`src/rtl/pwm_pkg.sv`:
```
// Constants and FSM state type shared by the PWM generator and the duty decoder.
package pwm_pkg;
  localparam int DUTY_STEPS = 10;
  localparam int DUTY_W     = 4;
  localparam int DIV_CYCLES = 4;

  typedef enum logic [0:0] {
    UNARMED = 1'b0,
    ARMED   = 1'b1
  } pwm_state_e;
endpackage

```
`src/rtl/pwm_edge_sync.sv`:
```
// PWM input synchronizer with registered rise/fall strobes.
// Optional 3-sample majority filter under PWM_DECODER_GLITCH_FILTER_EN.
module pwm_edge_sync (
  input  logic clk,
  input  logic rst_n,
  input  logic pwm_in,
  output logic level,
  output logic rise,
  output logic fall
);
  logic [1:0] sync_ff;
  logic       sync_lvl;
  logic       dly;

  always_ff @(posedge clk or negedge rst_n)
    if (!rst_n) sync_ff <= '0;
    else        sync_ff <= {sync_ff[0], pwm_in};

`ifdef PWM_DECODER_GLITCH_FILTER_EN
  logic [1:0] hist;

  always_ff @(posedge clk or negedge rst_n)
    if (!rst_n) hist <= '0;
    else        hist <= {hist[0], sync_ff[1]};

  assign sync_lvl = (sync_ff[1] & hist[0]) | (sync_ff[1] & hist[1]) | (hist[0] & hist[1]);
`else
  assign sync_lvl = sync_ff[1];
`endif

  // Strobes are registered so they line up with the delayed level.
  always_ff @(posedge clk or negedge rst_n)
    if (!rst_n) begin
      dly  <= 1'b0;
      rise <= 1'b0;
      fall <= 1'b0;
    end else begin
      dly  <= sync_lvl;
      rise <= sync_lvl & ~dly;
      fall <= ~sync_lvl & dly;
    end

  assign level = dly;
endmodule

```
`src/rtl/pwm_duty_decoder.sv`:
```
// Measures PWM high time and period, reports duty in tenths, flags a stuck input.
// PWM_DECODER_GLITCH_FILTER_EN adds a majority filter in pwm_edge_sync.
module pwm_duty_decoder
  import pwm_pkg::*;
#(
  parameter int CNT_W   = 8,
  parameter int TIMEOUT = 200
) (
  input  logic              clk,
  input  logic              rst_n,
  input  logic              ena,
  input  logic              pwm_in,
  output logic [DUTY_W-1:0] duty_dec,
  output logic [CNT_W-1:0]  high_cnt,
  output logic [CNT_W-1:0]  period_cnt,
  output logic              duty_valid,
  output logic              stuck
);
  localparam int              NUM_W   = CNT_W + 4;
  localparam logic [CNT_W-1:0] CNT_MAX = '1;
  localparam logic [CNT_W-1:0] TO_VAL  = CNT_W'(TIMEOUT);
  localparam logic [CNT_W-1:0] TO_M1   = CNT_W'(TIMEOUT - 1);

  logic level, rise, fall;

  pwm_edge_sync u_edge (
    .clk    (clk),
    .rst_n  (rst_n),
    .pwm_in (pwm_in),
    .level  (level),
    .rise   (rise),
    .fall   (fall)
  );

  pwm_state_e              state;
  logic [CNT_W-1:0]        per_ctr, hi_ctr, idle_ctr;
  logic [CNT_W-1:0]        cap_hi, cap_per;
  logic [NUM_W-1:0]        rem, dsh, num;
  logic [DUTY_W-2:0]       quo;
  logic [DIV_CYCLES-1:0]   vld_pipe;
  logic                    capture, timeout, done, step_ge;

  assign capture = ena && rise && (state == ARMED);
  assign timeout = ena && !(rise || fall) && (idle_ctr == TO_M1);
  assign done    = ena && vld_pipe[DIV_CYCLES-1] && !timeout;
  assign step_ge = (rem >= dsh);
  // Rounded numerator: 10*high + period/2
  assign num = (NUM_W'(hi_ctr) << 3) + (NUM_W'(hi_ctr) << 1) + NUM_W'(per_ctr >> 1);

  always_ff @(posedge clk or negedge rst_n)
    if (!rst_n) begin
      per_ctr  <= '0;
      hi_ctr   <= '0;
      idle_ctr <= '0;
      state    <= UNARMED;
    end else if (!ena) begin
      state <= UNARMED;
    end else begin
      if (rise || fall)          idle_ctr <= '0;
      else if (idle_ctr != TO_VAL) idle_ctr <= idle_ctr + 1'b1;

      if (rise) begin
        per_ctr <= CNT_W'(1);
        hi_ctr  <= {{(CNT_W-1){1'b0}}, level};
      end else begin
        if (per_ctr != CNT_MAX)           per_ctr <= per_ctr + 1'b1;
        if (level && hi_ctr != CNT_MAX)   hi_ctr  <= hi_ctr + 1'b1;
      end

      if (timeout)   state <= UNARMED;
      else if (rise) state <= ARMED;
    end

  // Restoring divide, one quotient bit per cycle, MSB first; a new capture restarts it.
  always_ff @(posedge clk or negedge rst_n)
    if (!rst_n) begin
      vld_pipe <= '0;
      rem      <= '0;
      dsh      <= '0;
      quo      <= '0;
      cap_hi   <= '0;
      cap_per  <= '0;
    end else if (!ena || timeout) begin
      vld_pipe <= '0;
    end else if (capture) begin
      vld_pipe <= DIV_CYCLES'(1);
      rem      <= num;
      dsh      <= NUM_W'(per_ctr) << (DIV_CYCLES - 1);
      quo      <= '0;
      cap_hi   <= hi_ctr;
      cap_per  <= per_ctr;
    end else if (|vld_pipe) begin
      vld_pipe <= {vld_pipe[DIV_CYCLES-2:0], 1'b0};
      if (step_ge) rem <= rem - dsh;
      dsh      <= dsh >> 1;
      quo      <= {quo[DUTY_W-3:0], step_ge};
    end

  always_ff @(posedge clk or negedge rst_n)
    if (!rst_n) begin
      duty_dec   <= '0;
      high_cnt   <= '0;
      period_cnt <= '0;
      duty_valid <= 1'b0;
      stuck      <= 1'b0;
    end else begin
      duty_valid <= 1'b0;
      if (ena && rise) stuck <= 1'b0;
      if (timeout) begin
        stuck      <= 1'b1;
        high_cnt   <= '0;
        period_cnt <= '0;
        duty_dec   <= level ? DUTY_W'(DUTY_STEPS) : '0;
        duty_valid <= 1'b1;
      end else if (done) begin
        duty_dec   <= {quo, step_ge};
        high_cnt   <= cap_hi;
        period_cnt <= cap_per;
        duty_valid <= 1'b1;
      end
    end
endmodule

```
`config.mk`:
```
export PLATFORM = sky130hd
export DESIGN_NAME = pwm_duty_decoder
export DESIGN_NICKNAME = d
export VERILOG_FILES = /design/src/rtl/pwm_pkg.sv /design/src/rtl/pwm_edge_sync.sv /design/src/rtl/pwm_duty_decoder.sv
export SDC_FILE = /design/constraint.sdc
export NUM_CORES = 1
export LEC_CHECK = 0
export BUFFER_PORTS_ARGS = -buffer_cell sky130_fd_sc_hd__buf_4
export CAP_MARGIN = 5
export CORE_MARGIN = 8
export CORE_UTILIZATION = 40
export DETAILED_ROUTE_END_ITERATION = 12
export PLACE_DENSITY_LB_ADDON = 0.08
export SLEW_MARGIN = 40
export SYNTH_ARGS = -nofsm -noshare
export SYNTH_HDL_FRONTEND = slang
export SYNTH_SLANG_ARGS = --single-unit
export TNS_END_PERCENT = 1
```
`constraint.sdc`:
```
create_clock -name clk -period 3.3 [get_ports clk]
set_input_delay 0.66 -clock clk [delete_from_list [all_inputs] [get_ports clk]]
set_output_delay 0.66 -clock clk [all_outputs]
set_load 0.03 [all_outputs]
```
==> results.toml <==
[layout]
utilization = 0.4586
drive_above_1_share = 0.1025
fin_area_sq_mm = 0.006025
layout_commonest_cell = "nand2_1"
mostFrequentLayoutCells = "116 x nand2_1, 98 x dfrtp_1, 46 x a21oi_1"
stdcell_count = 781
num-nets-final = 637
syn2layout_area_growth_pct = 13.08
antenna_cells = 0
num-fill-cells = 1290

[place]
place_area_sq_mm = 0.005672
place_hpwl_microns = 8916
gp_routability_congestion = 0.7938
placed_cells = 765
post-place-ws_ps = 480.9
port_buffers = 25

[routing]
dr.pass1.iters = 4
route.final.wire_length_microns = 12240
drtIter0Drc = 272
drc_errors = 0
post_drt_via_cell_ratio = 5.229
num_vias = 4084
drtAntennaViolNets = 0
wl_per_cell_microns = 15.67

[sta]
hold_ws_ps = 290.7
setup_slack_ps = 478.8
fin_crit_sh = 0.8549
final-setup-viol-count = 0
hold_viol = 0
setup_tns_ps = 0
fmax_mhz = 354.5
timing.final.max_slew_violations = 0
post-route-min-period_ps = 2821
rsz0062_at_grt = "no"
slew_headroom = 0.5401
fin_worst_skew_ps = 6.657
tightest_slew_ps = 689.9

[clock_network]
hold_buffers = 0
numCtsBuffers = 9
clockBufferDepth = 2
post_cts_resized = 0
cts_setup_buffers = 0
htreeDepth = 3
cts-root-buf = "clkbuf_16"
clock-sinks = 98
cts_tree = "yes"
clk_latency_ps = 350
cts.reportedPaths.clkPinSlew_ps = 70

[global_routing]
antenna_found_initial = 0
grt.total_usage = 0.1475
grt_pass1_wl_microns = 21000
grt_start_max_net_pins = 65
grt.overflow.total = 0
grt_pass1_vias = 4045

[worst_setup_path]
critical_path_class = "reg -> reg"
worstPathRequired_ps = 3540
startpoint_type = "flop"
cp_max_fo = 6
arrival_ps = 3060
crit_path_end_kind = "flop"

[pwr]
peakVddDrop_v = 0.0002537
finalPower_mw = 4.043
power_density_mw_per_mm2 = 671.1
power_leakage_nw = 2.882

[floorplanning]
dieArea_sq_mm = 0.01727
num_rows = 42
io_pins = 26
die_height_microns = 131.4
start_util = 0.4055
core_area_sq_mm = 0.01314
die_w_microns = 131.4

[outcome]
run_status = "complete, no violations"

[synth]
synth_edf_count = 0
synthArstFlopShare = 1.000
synth_nets = 619
synth_cell_types = 60
synth_seq_area_share = 0.4603
avgSynthCellArea_sq_um = 9.154
synth_area_sq_mm = 0.005328
ys_seq_elements = 98
syn_inst = 582
ys_warn_count = 0
synthFlopType = "dfrtp_1"

[min_path]
hp-class = "in -> async"

[run]
drv_cap = 0
==> worst paths after layout <==
path,depth (start not counted),end,start,slack (ps)
max,10,rem[10],hi_ctr[2],480
min,1,period_cnt[2],rst_n,290
max reg2reg,10,rem[10],hi_ctr[2],480
min reg2reg,0,u_edge.sync_ff[1],u_edge.sync_ff[0],350
max in group asynchronous,2,dsh[10],rst_n,2390
min in group clk,0,u_edge.sync_ff[1],u_edge.sync_ff[0],350
==> power breakdown <==
group | total (mW) | leakage, nW | internal (mW) | switching [mW]
Clock | 1.22 | 0.167 | 0.748 | 0.474
Sequential | 1.54 | 1.29 | 1.36 | 0.180
Combinational | 1.28 | 1.43 | 0.548 | 0.729
==> state kept, by name, indices dropped and copies added (netlist names) <==
signal	cells
duty_dec	4
cap_hi	8
rem	12
vld_pipe	4
period_cnt	8
u_edge.rise	1
u_edge.fall	1
per_ctr	8
stuck	1
state	1
cap_per	8
idle_ctr	8
hi_ctr	8
high_cnt	8
u_edge.sync_ff	2
u_edge.level	1
quo	3
dsh	11
duty_valid	1
==> logic make-up (layout without fill, tap and decap cells) <==
family,after synthesis,in the layout,synth area share
adders and majority gates,33,33,0.08596
AOI/OAI and AO/OA,139,139,0.1635
muxes,2,2,0.003758
DFF,98,98,0.4603
xor gates and xnor gates,19,19,0.03124
and+or+nand+nor,236,236,0.2083
buffers and inverters,55,78,0.04697
==> metal layers <==
layer | track usage | part of all wire | vias to the layer above | wire length, microns
li1 | - | - | 2054 | -
met1 | 0.1973 | 0.50 | 1947 | 6064
met2 | 0.2306 | 0.45 | 65 | 5527
met3 | 0.02591 | 0.035 | 18 | 425
met4 | 0.06318 | 0.018 | 0 | 223
met5 | 0 | 0 | - | 0
==> cell type report <==
type	count	area (sq um)	area share
multi-input combinational	429	2625	0.4357
inverter	29	113.9	0.01890
clock inverter	7	123.9	0.02056
tap	176	220.2	0.03655
clock buffer	9	225.2	0.03738
sequential	98	2452	0.4071
timing repair buffer	33	264.0	0.04382
==> Yosys cell counts, drive strengths merged (3+ instances only) <==
library cell,n,share of area
nand4,10,0.012
a211oi,8,0.011
nor2b,6,0.0085
nand3,12,0.011
fa,6,0.023
xnor2,9,0.015
clkbuf,12,0.0085
xor2,10,0.016
o21ai,35,0.033
a21oi,47,0.045
and4,4,0.0066
nor3,7,0.0075
a21o,9,0.013
nand2b,4,0.0047
ha,27,0.063
nand2,117,0.085
buf,14,0.017
o31ai,6,0.0085
and2,3,0.0035
or2,3,0.0035
nor2,45,0.032
a31oi,8,0.011
or3,11,0.013
and3,5,0.0059
o21a,7,0.0099
dfrtp,98,0.46
inv,28,0.020
o211ai,4,0.0056
==> worst max-delay path: stages (launching register included) <==
cell and delay [ps]:
dfrtp_1 450, inv_1 130, fa_1 510, inv_1 70, fa_1 460, a21oi_1 210
o211ai_1 160, o41ai_1 340, xor2_1 180, nor2_1 50, o22a_1 150
Power figures use the tool's default switching activity.
